**config.mk**
```make
export PLATFORM = sky130hd
export DESIGN_NAME = interface_input_pipe
export DESIGN_NICKNAME = d
export VERILOG_FILES = /design/src/rtl/interface_input_pipe.sv
export SDC_FILE = /design/constraint.sdc
export NUM_CORES = 1
export LEC_CHECK = 0
export ABC_AREA = 0
export BUFFER_PORTS_ARGS = -buffer_cell sky130_fd_sc_hd__buf_2
export CAP_MARGIN = 10
export CORE_MARGIN = 2
export CORE_UTILIZATION = 51
export CTS_CLUSTER_DIAMETER = 40
export CTS_CLUSTER_SIZE = 24
export DETAILED_ROUTE_END_ITERATION = 12
export GPL_TIMING_DRIVEN = 0
export PLACE_DENSITY_LB_ADDON = 0.2
export SYNTH_ARGS = -nofsm -noshare
export SYNTH_HDL_FRONTEND = slang
export SYNTH_SLANG_ARGS = --single-unit
```
**constraint.sdc**
```tcl
create_clock -name clk -period 3.3 [get_ports clk]
set_clock_uncertainty 0.2 [all_clocks]
set_input_delay 0.33 -clock clk [delete_from_list [all_inputs] [get_ports clk]]
set_output_delay 0.33 -clock clk [all_outputs]
set_load 0.02 [all_outputs]
```
**src/rtl/interface_input_pipe.sv**
```systemverilog
// Handshaked CORDIC input stage: iteratively wraps an angle into (-180,180], then folds it into
// a sector code plus a [0,90] residual. Arctan mode instead folds (x,y) into the right half-plane.
module interface_input_pipe #(
    parameter int unsigned INPUT_WIDTH       = 16,
    parameter int unsigned INPUT_FRAC_WIDTH  = 4,
    parameter int unsigned OUTPUT_WIDTH      = 16,
    parameter int unsigned SECTOR_FLAG_WIDTH = 2,
    parameter int unsigned MAX_WRAP_STEPS    = 6
) (
    input  logic                                clk,
    input  logic                                rst,
    input  logic                                valid_in,
    output logic                                ready_out,
    input  logic signed [INPUT_WIDTH-1:0]       degree_in,
    input  logic signed [INPUT_WIDTH-1:0]       x_in,
    input  logic signed [INPUT_WIDTH-1:0]       y_in,
    input  logic                                arctan_en_in,
    output logic                                valid_out,
    input  logic                                ready_in,
    output logic        [OUTPUT_WIDTH-1:0]      degree_out,
    output logic signed [INPUT_WIDTH-1:0]       x_out,
    output logic signed [INPUT_WIDTH-1:0]       y_out,
    output logic        [SECTOR_FLAG_WIDTH-1:0] sector_out,
    output logic                                arctan_en_out,
    output logic                                wrap_err
);

    localparam int AW    = INPUT_WIDTH + 1;
    localparam int FW    = INPUT_WIDTH + 2;
    localparam int SW    = $clog2(MAX_WRAP_STEPS + 2);
    localparam int SCALE = 1 << INPUT_FRAC_WIDTH;

    localparam logic signed [AW-1:0] C90  = AW'(90 * SCALE);
    localparam logic signed [AW-1:0] C180 = AW'(180 * SCALE);
    localparam logic signed [AW-1:0] C360 = AW'(360 * SCALE);

    localparam logic [SECTOR_FLAG_WIDTH-1:0] SecS1 = SECTOR_FLAG_WIDTH'(2'b00);
    localparam logic [SECTOR_FLAG_WIDTH-1:0] SecS2 = SECTOR_FLAG_WIDTH'(2'b10);
    localparam logic [SECTOR_FLAG_WIDTH-1:0] SecS3 = SECTOR_FLAG_WIDTH'(2'b11);
    localparam logic [SECTOR_FLAG_WIDTH-1:0] SecS4 = SECTOR_FLAG_WIDTH'(2'b01);

    localparam logic signed [INPUT_WIDTH-1:0] SMin = {1'b1, {(INPUT_WIDTH-1){1'b0}}};
    localparam logic signed [INPUT_WIDTH-1:0] SMax = ~SMin;

    typedef enum logic [1:0] {StIdle, StReduce, StOut} state_t;

    state_t                          r_state;
    logic signed [AW-1:0]            r_a;
    logic signed [INPUT_WIDTH-1:0]   r_x;
    logic signed [INPUT_WIDTH-1:0]   r_y;
    logic                            r_mode;
    logic        [SW-1:0]            r_steps;

    logic                            w_accept;
    logic                            w_hi;
    logic                            w_lo;
    logic                            w_out_range;
    logic signed [FW-1:0]            w_a_ext;
    logic signed [FW-1:0]            w_fold_val;
    logic        [SECTOR_FLAG_WIDTH-1:0] w_fold_sec;
    logic signed [INPUT_WIDTH-1:0]   w_neg_x;
    logic signed [INPUT_WIDTH-1:0]   w_neg_y;

    assign ready_out   = (r_state == StIdle) || ((r_state == StOut) && ready_in);
    assign valid_out   = (r_state == StOut);
    assign w_accept    = valid_in && ready_out;
    assign w_hi        = r_a > C180;
    assign w_lo        = r_a <= -C180;
    assign w_out_range = w_hi || w_lo;

    // Saturate so the most negative component still flips to a positive value.
    assign w_neg_x = (r_x == SMin) ? SMax : -r_x;
    assign w_neg_y = (r_y == SMin) ? SMax : -r_y;

    always_comb begin
        w_a_ext    = FW'(r_a);
        w_fold_val = w_a_ext;
        w_fold_sec = SecS1;
        if (r_a >= C90) begin
            w_fold_sec = SecS2;
            w_fold_val = w_a_ext - FW'(C90);
        end else if (r_a > 0) begin
            w_fold_sec = SecS1;
            w_fold_val = w_a_ext;
        end else if (r_a <= -C90) begin
            w_fold_sec = SecS3;
            w_fold_val = w_a_ext + FW'(C180);
        end else begin
            w_fold_sec = SecS4;
            w_fold_val = w_a_ext + FW'(C90);
        end
    end

    always_ff @(posedge clk) begin
        if (rst) begin
            r_state       <= StIdle;
            r_a           <= '0;
            r_x           <= '0;
            r_y           <= '0;
            r_mode        <= 1'b0;
            r_steps       <= '0;
            degree_out    <= '0;
            x_out         <= '0;
            y_out         <= '0;
            sector_out    <= SecS1;
            arctan_en_out <= 1'b0;
            wrap_err      <= 1'b0;
        end else begin
            if (w_accept) begin
                r_a     <= AW'(degree_in);
                r_x     <= x_in;
                r_y     <= y_in;
                r_mode  <= arctan_en_in;
                r_steps <= '0;
            end
            unique case (r_state)
                StIdle: begin
                    if (valid_in) r_state <= StReduce;
                end
                StReduce: begin
                    if (r_mode) begin
                        degree_out    <= '0;
                        sector_out    <= r_x[INPUT_WIDTH-1] ? SecS3 : SecS1;
                        x_out         <= r_x[INPUT_WIDTH-1] ? w_neg_x : r_x;
                        y_out         <= r_x[INPUT_WIDTH-1] ? w_neg_y : r_y;
                        arctan_en_out <= 1'b1;
                        r_state       <= StOut;
                    end else if (w_out_range && (r_steps != SW'(MAX_WRAP_STEPS))) begin
                        r_a     <= w_hi ? (r_a - C360) : (r_a + C360);
                        r_steps <= r_steps + 1'b1;
                    end else begin
                        // Bound exhausted: flag it but still emit a result so the pipe never stalls.
                        if (w_out_range) wrap_err <= 1'b1;
                        degree_out    <= OUTPUT_WIDTH'(w_fold_val);
                        sector_out    <= w_fold_sec;
                        x_out         <= r_x;
                        y_out         <= r_y;
                        arctan_en_out <= 1'b0;
                        r_state       <= StOut;
                    end
                end
                StOut: begin
                    if (ready_in) r_state <= valid_in ? StReduce : StIdle;
                end
                default: r_state <= StIdle;
            endcase
        end
    end

endmodule

```
== Word-level counts from Yosys, hierarchy flattened ==
Cells that the tools add are included.

* Memories kept: 0
* RAM bits: 0
* Memory bits (read-only): 0
* Latch bits: 0
* Input port bits: 53
* Logic and storage cells: 81
* Register bits: 107
* Output and inout port bits: 54

* Reductions and logical operators: 9
* Multiply operators: 0
* Equality and inequality tests: 9
* Bitwise operators: 2
* Multiplexer cells: 36
* Add/sub/neg operators: 8
* $lt $le $gt $ge: 5
* Shifts and indexed selects: 0
* Div/mod/pow operators: 0

{| class="wikitable"
|+ Operator list
! kind !! number
|-
| 2-to-1 mux 16 bit || 13
|-
| 2-to-1 mux 17 bit || 5
|-
| equality test 16 bit (second input constant) || 2
|-
| negator 16 bit || 2
|-
| 2-to-1 mux 2 bit || 10
|-
| adder 17 x 14 -> 17 bit (second input constant) || 1
|-
| greater-or-equal comparator 17 x 12 -> 1 bit (second input constant) || 1
|-
| > comparator 17 x 1 -> 1 bit (second input constant) || 1
|-
| > comparator 17 x 13 -> 1 bit (second input constant) || 1
|-
| less-or-equal comparator 17 x 12 -> 1 bit (second input constant) || 1
|-
| less-or-equal comparator 17 x 13 -> 1 bit (second input constant) || 1
|-
| subtractor 17 x 14 -> 17 bit (second input constant) || 1
|-
| adder 16 x 12 -> 16 bit (second input constant) || 1
|-
| adder 16 x 13 -> 16 bit (second input constant) || 1
|-
| subtractor 16 x 12 -> 16 bit (second input constant) || 1
|-
| 2-to-1 mux 3 bit || 4
|-
| != test 3 bit (second input constant) || 2
|-
| case mux 2 bit (3 select lines) || 1
|-
| != test 2 bit (second input constant) || 2
|-
| AND reduction 4 bit || 1
|-
| adder 3 x 1 -> 3 bit (second input constant) || 1
|-
| logical AND 1 bit || 3
|-
| 2-to-1 mux 1 bit || 3
|-
| AND reduction 3 bit || 1
|-
| 7 further kinds || 9
|}

== Depth between registers and ports, before layout ==
Gate-level depths: netlist of run 1.

* Word-level depth: 8
* Depth in mapped cells: 13

== Least setup slack after synthesis of run 1 ==
OpenSTA, ideal clock, no wires.

* Kind: reg-to-reg
* From: register r_a[5]
* To: register r_a[15]
* Setup slack: -0.074 ns
* Library setup time: 0.115 ns
* Data arrival time: 3.060 ns
* Stages on the path, launching flop included: 13
* Path through: dfxtp_1 clkbuf_1 nor4bb_1 nand4bb_4 a41oi_4 inv_1 fa_1 a21o_1 a21oi_1 o21ai_0 o41ai_1 xnor2_1 o21a_1

* Cells in the longest elaborated chain, start to end: 6
* Elaborated cells on any way between the ends: 10
* Those cells by class: add/sub: 2; order compare: 2; mux: 4; reduce/logical: 2

{| class="wikitable"
|+ Ends and longest elaborated chain
! element !! RTL line !! text
|-
| start, declared || 48 || <nowiki>logic signed [AW-1:0] r_a;</nowiki>
|-
| start signal, assigned || 110 || <nowiki>r_a <= AW'(degree_in);</nowiki>
|-
| start signal, assigned || 129 || <nowiki>r_a <= w_hi ? (r_a - C360) : (r_a + C360);</nowiki>
|-
| > comparator 17 x 13 -> 1 bit or less-or-equal comparator 17 x 13 -> 1 bit (tied branches) || 67, 68 ||
|-
| logical OR 1 bit || 69 || <nowiki>assign w_out_range = w_hi || w_lo;</nowiki>
|-
| logical AND 1 bit || 128 || <nowiki>end else if (w_out_range && (r_steps != SW'(MAX_WRAP_STEPS))) begin</nowiki>
|-
| 2-to-1 mux 17 bit * || 128 ||
|-
| 2-to-1 mux 17 bit * || 121 || <nowiki>if (r_mode) begin</nowiki>
|-
| 2-to-1 mux 17 bit * || 116 || <nowiki>unique case (r_state)</nowiki>
|}

Every way passes the cells marked *; elsewhere a longest branch is shown, timed or not.
A chain may end at the register's enable or synchronous reset.

== Worst setup path in the final report of run 1 ==
* From: register r_a[0]
* To: register r_a[14]

The elaborated chain is that of the path after synthesis.

==> metrics.log, run 1 <==
[metrics] result of the run: completed
[metrics] path type of the worst min-delay path: input pin to flip-flop
[metrics] Worst-Margin Slew: 1070 ps
[metrics] Die Area: roughly 13,000 µm²
[metrics] number of different library cells in the post-synthesis netlist: 73
[metrics] Cell Rows: 39
[metrics] most common flop cell mapped by yosys: sky130_fd_sc_hd__dfxtp_1
[metrics] pin count of the biggest net entering global routing: 16
[metrics] top cell type's share of synthesized area: 35.6%
[metrics] relative slew slack: 27.8%
[metrics] Required @ worst endpoint: roughly 3300 ps
[metrics] worst hold path cell count: 3
[metrics] cell area after placement: 6730 µm²
[metrics] total number of H-tree levels: 3
[metrics] Die Height: 113 µm
[metrics] hold-fix buffer count after cts: 0
[metrics] CTS Sinks: about 110
[metrics] Net count, final: 943
[metrics] portion of total power attributed to the clock network: 21.9%
[metrics] number of flops mapped to enable cells by yosys: 0
[metrics] share of synthesized registers carrying an async set or reset: 0%
[metrics] met1 global-route usage: 34.8%
[metrics] clock tree from TritonCTS: built
[metrics] destination of the worst hold path: r_x[0]$_SDFFE_PP0P_
[metrics] capture instance of the worst register-to-register path: r_a[14]$_SDFF_PP0_
[metrics] count of antenna diodes in the layout: 0
[metrics] finished layout cell area: slightly above 7000 µm²
[metrics] Clock Pin Slew Worst Setup and Hold Paths: 70 ps
[metrics] Largest stage delay, worst path: 580 ps
[metrics] count of buffers inserted at the top-level ports: 106
[metrics] weighted congestion reported at the end of routability-driven placement: between 0.9 and 1
[metrics] share of post-route cells with drive strength above 1: 18.3%
[metrics] maximum root-to-sink buffer count: 2
[metrics] multi-input logic area: 3590 µm²
[metrics] Detailed Route Iter0 Violations: 457
[metrics] total global-route track usage: 28.7%
[metrics] Clk Latency, worst-skew pair: about 360 ps
[metrics] register area share after synthesis: a little over a third
[metrics] via density per instance: 6.14
[metrics] largest delay contributor family on the critical path: compound AO/OA/AOI/OAI gates
[metrics] worst hold slack after final layout: a little under 8 ps
[metrics] total internal power: 2.73 mW
[metrics] synthesized cell area: 6010 µm²
[metrics] drt drc: 0
[metrics] DR WL/cell: 18.1 µm
[metrics] crit path launch type: flip-flop
[metrics] total clock buffers created by CTS: 9
[metrics] number of nets produced by synthesis: 822
[metrics] launching element of the worst setup path: r_a[0]$_SDFFE_PP0P_
[metrics] start of the worst register-to-register path: r_a[0]$_SDFFE_PP0P_
[metrics] fraction of power spent switching nets: 40.6%
[metrics] floorplan die width: about 110 µm
[metrics] Worst Setup Path Type: flip-flop to flip-flop
[metrics] number of failing setup endpoints in the final timing report: 0
[metrics] MaxCap Viol Count: 0
[metrics] register cell area after layout: 2140 µm²
[metrics] final wirelength: around 18,000 µm
[metrics] antenna violations before repair: 0
[metrics] fill cell total of the finished layout: around 1,000
[metrics] part of the power in combinational logic: 43.6%
[metrics] leakage dissipation: approximately 2.9 nW
[metrics] Worst Path Buf+Inv: 2
[metrics] DRT antenna net count: 0
[metrics] io pins: between 100 and 150
[metrics] Worst Hold Launch: x_in[0]
[metrics] net switching power of the design: about 1.9 mW
[metrics] vias in the first global route: 5,945
[metrics] via count: 6,244
[metrics] Slew Limit Fails: 0
[metrics] global-route layer with the greatest usage: met2
[metrics] placed wire-length estimate: 13,800 µm
[metrics] Data arrival, critical path: approximately 3200 ps
[metrics] Worst VDD drop: 394 µV
[metrics] crit path max fanout: 4
[metrics] met2 capacity usage during global routing: 50.8%
[metrics] synthesis-to-layout area growth: 17.6%
[metrics] number of iterations in the first detailed-routing pass: 5
[metrics] share of total power in sequential cells: approximately 35%
[metrics] final critical path time including I/O delays and setup: 3170 ps
[metrics] CTS root buffer: sky130_fd_sc_hd__clkbuf_16
[metrics] CP cell instances: or4_4, nand4bb_4, a41oi_4, inv_2, buf_4, ha_1, o21a_1, a2111o_1, a21o_1, a21oi_1, a311oi_1
[metrics] worst-path cell with the longest stage delay: sky130_fd_sc_hd__or4_4
[metrics] gate count after technology mapping: 749
[metrics] average size of a mapped cell: approximately 8 µm²
[metrics] gr ovfl total: 0
[metrics] Yosys warnings: 0
[metrics] Final Hold Violating Endpoints: 0
[metrics] worst setup slack for register-to-register paths: about 130 ps
[metrics] number of register bits inferred by synthesis: 107
[metrics] most area-hungry cell type in the Yosys netlist: sky130_fd_sc_hd__dfxtp_1
[metrics] max frequency: 316 MHz
[metrics] grt met3 use: under 10%
[metrics] total power per unit cell area: 650 nW/µm²
[metrics] category of the worst setup path capture point: flip-flop
[metrics] Starting Density: 52.4%
[metrics] largest cells by area after synthesis: sky130_fd_sc_hd__dfxtp_1 (36%), sky130_fd_sc_hd__a21oi_1 (7.8%), sky130_fd_sc_hd__nand2_1 (7.6%), sky130_fd_sc_hd__a311oi_1 (4.2%), sky130_fd_sc_hd__ha_1 (4.0%)
[metrics] core footprint: 11,500 µm²
[metrics] wire length of the first global-routing pass: slightly below 30,000 µm
[metrics] RSZ-0062 raised after global routing: false
[metrics] share of the clock period used by the worst path: 96.0%
[metrics] cells on worst reg2reg path: 11
-- through the flow --
step	TNS, ps	setup WS, ps	std cells	power [mW]	utilization [%]
detailed placement	-2250	-582	998	3.50	58.6
global route	0	1.60	1017	4.87	61.6
floorplan	0	25.7	749	2.97	-
finish	0	132	1017	4.60	61.6
global placement	-1800	-503	998	3.44	58.6
CTS	0	30.6	1017	4.57	61.5
-- sequential cells by signal (all words and copies together), names as in the netlist --
name,flops
sector_out,2
degree_out,16
r_state,2
r_steps,3
y_out,16
arctan_en_out,1
x_out,16
wrap_err,1
r_a,17
r_x,16
r_mode,1
r_y,16
-- worst register-to-register path: stages, from the launching register on --
cell and delay, ps:
sky130_fd_sc_hd__dfxtp_1 320, sky130_fd_sc_hd__or4_4 580, sky130_fd_sc_hd__nand4bb_4 240, sky130_fd_sc_hd__a41oi_4 200, sky130_fd_sc_hd__inv_2 90, sky130_fd_sc_hd__buf_4 160, sky130_fd_sc_hd__ha_1 320, sky130_fd_sc_hd__o21a_1 150
sky130_fd_sc_hd__a2111o_1 420, sky130_fd_sc_hd__a21o_1 170, sky130_fd_sc_hd__a21oi_1 130, sky130_fd_sc_hd__a311oi_1 60
-- cell type report --
cell class / instances / share of cell area (%)
Tap cell: 143 / 2.53
Inverter: 21 / 1.12
Timing Repair Buffer: 110 / 7.98
Buffer: 59 / 3.51
Clock buffer: 13 / 3.54
Sequential cell: 107 / 30.3
Clock inverter: 2 / 0.177
Multi-Input combinational cell: 562 / 50.8
-- power groups by stage --
| stage | clock network, mW | registers, mW | logic, mW |
|---|---|---|---|
| floorplan | 0 | 1.67 | 1.30 |
| global placement | 0 | 1.60 | 1.84 |
| detailed placement | 0 | 1.61 | 1.89 |
| CTS | 1.02 | 1.58 | 1.96 |
| global route | 1.07 | 1.60 | 2.19 |
| finish | 1.01 | 1.59 | 2.00 |
-- worst max path at each step --
stage	endpoint	slack [ps]	cells after the start
final	r_a[14]$_SDFF_PP0_	130	11
after detailed placement	r_a[15]$_SDFF_PP0_	-580	13
after global routing	y_out[9]$_SDFFE_PP0P_	2	9
after CTS	r_a[14]$_SDFF_PP0_	30	11
after global placement	r_a[15]$_SDFF_PP0_	-500	13
after floorplan	r_a[15]$_SDFF_PP0_	30	13
-- cells in the mapped netlist, types with 7 or more instances --
cell and count:
sky130_fd_sc_hd__and3_1 9, sky130_fd_sc_hd__xnor2_1 16, sky130_fd_sc_hd__o211ai_1 7, sky130_fd_sc_hd__a211oi_1 8, sky130_fd_sc_hd__a32o_1 7, sky130_fd_sc_hd__a311oi_1 29
sky130_fd_sc_hd__dfxtp_1 107, sky130_fd_sc_hd__o31a_1 9, sky130_fd_sc_hd__clkbuf_1 43, sky130_fd_sc_hd__a21oi_1 94, sky130_fd_sc_hd__nor2_1 37, sky130_fd_sc_hd__inv_1 20
sky130_fd_sc_hd__a31oi_1 15, sky130_fd_sc_hd__o2111ai_1 8, sky130_fd_sc_hd__nand3_1 13, sky130_fd_sc_hd__xor2_1 9, sky130_fd_sc_hd__o21ai_0 29, sky130_fd_sc_hd__nor3_1 18
sky130_fd_sc_hd__nand4_1 8, sky130_fd_sc_hd__buf_2 10, sky130_fd_sc_hd__nand2_1 122, sky130_fd_sc_hd__ha_1 19
-- cells by family after synthesis --
kind of cell | Yosys count | synth area share [%]
muxes | 2 | 0.416
and+or+nand+nor | 253 | 20.4
DFF | 107 | 35.6
buffers and inverters | 80 | 5.35
adders and majority gates | 20 | 4.29
AOI/OAI and AO/OA | 262 | 30.2
xor gates and xnor gates | 25 | 3.64
-- layer usage --
layer  up-vias  part of all wire (%)  wire, µm
met2       224                    50      9200
met3        42                   5.8      1070
li1       3017                     -         -
met1      2961                    41      7630
met4         0                   2.7       505
met5         -                     0         0
-- cells in the final DEF, fill, tap and decap left out, types with 4 or more instances in the layout --
master and instances:
sky130_fd_sc_hd__a21oi_1 92, sky130_fd_sc_hd__a32o_1 7, sky130_fd_sc_hd__o31ai_1 5, sky130_fd_sc_hd__o211a_1 6, sky130_fd_sc_hd__nor2b_1 5, sky130_fd_sc_hd__nand2_1 122, sky130_fd_sc_hd__buf_4 5, sky130_fd_sc_hd__o31a_1 9
sky130_fd_sc_hd__xor2_1 9, sky130_fd_sc_hd__inv_1 19, sky130_fd_sc_hd__a21o_1 6, sky130_fd_sc_hd__and3_1 9, sky130_fd_sc_hd__o21ai_0 28, sky130_fd_sc_hd__nand2b_1 5, sky130_fd_sc_hd__or4_1 6, sky130_fd_sc_hd__o211ai_1 7
sky130_fd_sc_hd__buf_2 116, sky130_fd_sc_hd__a31oi_1 15, sky130_fd_sc_hd__ha_1 18, sky130_fd_sc_hd__o2111ai_1 8, sky130_fd_sc_hd__nand3_1 13, sky130_fd_sc_hd__clkbuf_16 9, sky130_fd_sc_hd__o21a_1 4, sky130_fd_sc_hd__a311oi_1 29
sky130_fd_sc_hd__nor4_1 5, sky130_fd_sc_hd__or3_1 6, sky130_fd_sc_hd__a211oi_1 8, sky130_fd_sc_hd__xnor2_1 16, sky130_fd_sc_hd__nor3_1 18, sky130_fd_sc_hd__nand4_1 8, sky130_fd_sc_hd__clkbuf_1 44, sky130_fd_sc_hd__a22o_1 5
sky130_fd_sc_hd__dfxtp_1 106, sky130_fd_sc_hd__nor2_1 37
-- timing repair --
item | CTS | global route
endpoints found under the setup margin | 8 | 5
endpoints found under the hold margin | 0 | 0
resized for setup | 10 | 5
pin swaps | 3 | 7
buffers inserted | 4 | 0
gates cloned | 0 | 0
(Power assumes the default switching activity.)
==> inputs of run 2 (changes only) <==
Settings changed: CORE_UTILIZATION 51 to 50, MAX_ROUTING_LAYER from default to met4.
Clock period 3.3 ns to 3.5 ns, I/O delays scaled along.
==> run 2 against run 1 <==
Count of clock-buffer cells in the layout unchanged. Die area grew 1.9%. Total power decreased by 4.3%. Sequential share of layout area about the same. Register-to-register slack lost 40 ps. Clock power about the same. Wire length up 1.1%. Fmax decreased by 7.0%. Critical path type unchanged. Largest cell class unchanged. Worst hold slack better by 21 ps.
==> metrics.log, run 2 (synthesized netlist as in run 1, its figures left out) <==
[metrics] result of the run: completed
[metrics] grt met3 use: 3.67%
[metrics] crit path max fanout: 6
[metrics] final wirelength: approximately 19,000 µm
[metrics] relative slew slack: a little under a third
[metrics] capture instance of the worst register-to-register path: r_a[15]$_SDFF_PP0_
[metrics] most common cell after layout, fill and taps aside: sky130_fd_sc_hd__nand2_1
[metrics] share of the clock period used by the worst path: about 97%
[metrics] Worst VDD drop: 277 µV
[metrics] Data arrival, critical path: 3450 ps
[metrics] met2 capacity usage during global routing: about half
[metrics] Worst-Margin Slew: slightly above 1000 ps
[metrics] RSZ-0062 raised after global routing: false
[metrics] via density per instance: 6.07
[metrics] cells on worst reg2reg path: 11
[metrics] number of iterations in the first detailed-routing pass: 5
[metrics] maximum root-to-sink buffer count: 2
[metrics] Slew Limit Fails: 0
[metrics] wire length of the first global-routing pass: 30,000 µm
[metrics] worst hold path cell count: 3
[metrics] largest reg by FF count: r_a
[metrics] path type of the worst min-delay path: input pin to flip-flop
[metrics] final critical path time including I/O delays and setup: between 3000 and 4000 ps
[metrics] destination of the worst hold path: r_x[0]$_SDFFE_PP0P_
[metrics] start of the worst register-to-register path: r_a[0]$_SDFFE_PP0P_
[metrics] MaxCap Viol Count: 0
[metrics] floorplan die width: 114 µm
[metrics] via count: just over 6,000
[metrics] DRT antenna net count: 0
[metrics] CTS Sinks: roughly 110
[metrics] pin count of the biggest net entering global routing: 16
[metrics] Starting Density: 50.7%
[metrics] Net count, final: 940
[metrics] flip-flop count of the largest register, all copies and words added: 17
[metrics] total global-route track usage: 30.1%
[metrics] post-route setup slack: roughly 95 ps
[metrics] clock tree from TritonCTS: built
[metrics] met1 global-route usage: 35.5%
[metrics] global-route layer with the greatest usage: met2
[metrics] Cell Rows: 40
[metrics] Die Height: 114 µm
[metrics] antenna violations before repair: 0
[metrics] share of post-route cells with drive strength above 1: 18.1%
[metrics] placed wire-length estimate: 14,000 µm
[metrics] category of the worst setup path capture point: flip-flop
[metrics] count of antenna diodes in the layout: 0
[metrics] Clk Latency, worst-skew pair: about 360 ps
[metrics] DR WL/cell: 18.3 µm
[metrics] weighted congestion reported at the end of routability-driven placement: 0.919
[metrics] Detailed Route Iter0 Violations: around 470
[metrics] Total Power Consumption: roughly 4.4 mW
[metrics] Required @ worst endpoint: 3550 ps
[metrics] worst setup slack for register-to-register paths: ~95 ps
[metrics] vias in the first global route: 5,997
[metrics] Worst Hold Launch: x_in[0]
[metrics] gr ovfl total: 0
[metrics] max frequency: between 200 and 300 MHz
[metrics] io pins: 107
[metrics] Clock Pin Slew Worst Setup and Hold Paths: about 80 ps
[metrics] synthesis-to-layout area growth: 17.8%
[metrics] Final Hold Violating Endpoints: 0
[metrics] count of buffers inserted at the top-level ports: 106
[metrics] total power per unit cell area: 621 nW/µm²
[metrics] number of failing setup endpoints in the final timing report: 0
[metrics] leakage dissipation: 2.86 nW
[metrics] total number of H-tree levels: 3
[metrics] crit path launch type: flip-flop
[metrics] CTS root buffer: sky130_fd_sc_hd__clkbuf_16
[metrics] Worst Setup Path Type: flip-flop to flip-flop
[metrics] Die Area: ~13,000 µm²
[metrics] final cell utilization of the core: 59.7%
[metrics] drt drc: 0
[metrics] minimum setup slack after placement: -453 ps
[metrics] core footprint: 11,900 µm²
[metrics] most frequent cells in the layout: sky130_fd_sc_hd__nand2_1 (122), sky130_fd_sc_hd__buf_2 (116), sky130_fd_sc_hd__dfxtp_1 (106)
[metrics] total clock buffers created by CTS: 9
==> run 2: power by group <==
group	internal [mW]	total, mW	switching (mW)
logic	0.694	1.86	1.17
registers	1.36	1.50	0.138
clock network	0.590	1.04	0.448
==> run 2: worst max path at each step <==
stage	start	to	slack [ps]	cells after the start
after global placement	r_a[7]$_SDFF_PP0_	r_a[15]$_SDFF_PP0_	-450	13
after floorplan	r_a[5]$_SDFFE_PP0P_	r_a[15]$_SDFF_PP0_	130	12
after global routing	r_a[0]$_SDFFE_PP0P_	r_a[15]$_SDFF_PP0_	6	11
final	r_a[0]$_SDFFE_PP0P_	r_a[15]$_SDFF_PP0_	90	11
after detailed placement	r_a[7]$_SDFF_PP0_	r_a[15]$_SDFF_PP0_	-450	13
after CTS	r_a[7]$_SDFF_PP0_	r_a[15]$_SDFF_PP0_	70	13
==> run 2: final cells by class <==
cell class,instances,area [µm²]
fillers,1141,4780
multi-input cells,562,3590
flip-flops and latches,107,2140
repair buffers,107,542
clock buffers,13,260
plain buffers,59,249
well taps,147,184
inverters,21,78.8
clock inverters,2,35.0
==> run 2: layer usage <==
metal  up-vias  routed length, µm
li1       3005                  -
met1      2928               7780
met2       199               9400
met3        51                852
met4         0                571
met5         -                  0
==> run 2: timing repair <==
| item | in CTS | in global routing |
|---|---|---|
| hold buffers | 0 | 0 |
| pin swaps | 1 | 3 |
| setup endpoints to repair | 6 | 3 |
| gates resized for setup | 7 | 10 |
| gates cloned | 0 | 0 |
| buffers inserted | 1 | 0 |
==> run 2: stage by stage <==
step,instance area [µm²],TNS (ps),hold slack (ps),std cells
after floorplan,6010,0,249,749
after global placement,6720,-1220,245,1002
after detailed placement,6720,-1360,248,1002
after CTS,7060,0,21.6,1018
after global routing,7080,0,36.6,1018
final,7080,0,28.7,1018
==> run 2: critical path, cell delays in order, from the launching register on <==
cell and delay [ps]:
sky130_fd_sc_hd__dfxtp_1 330, sky130_fd_sc_hd__or4_4 580, sky130_fd_sc_hd__nand4bb_4 240, sky130_fd_sc_hd__a41oi_4 280, sky130_fd_sc_hd__inv_2 120, sky130_fd_sc_hd__fa_2 370, sky130_fd_sc_hd__a21o_1 180, sky130_fd_sc_hd__a21oi_2 180
sky130_fd_sc_hd__o21ai_1 120, sky130_fd_sc_hd__o41ai_2 390, sky130_fd_sc_hd__xnor2_1 100, sky130_fd_sc_hd__o21a_1 190
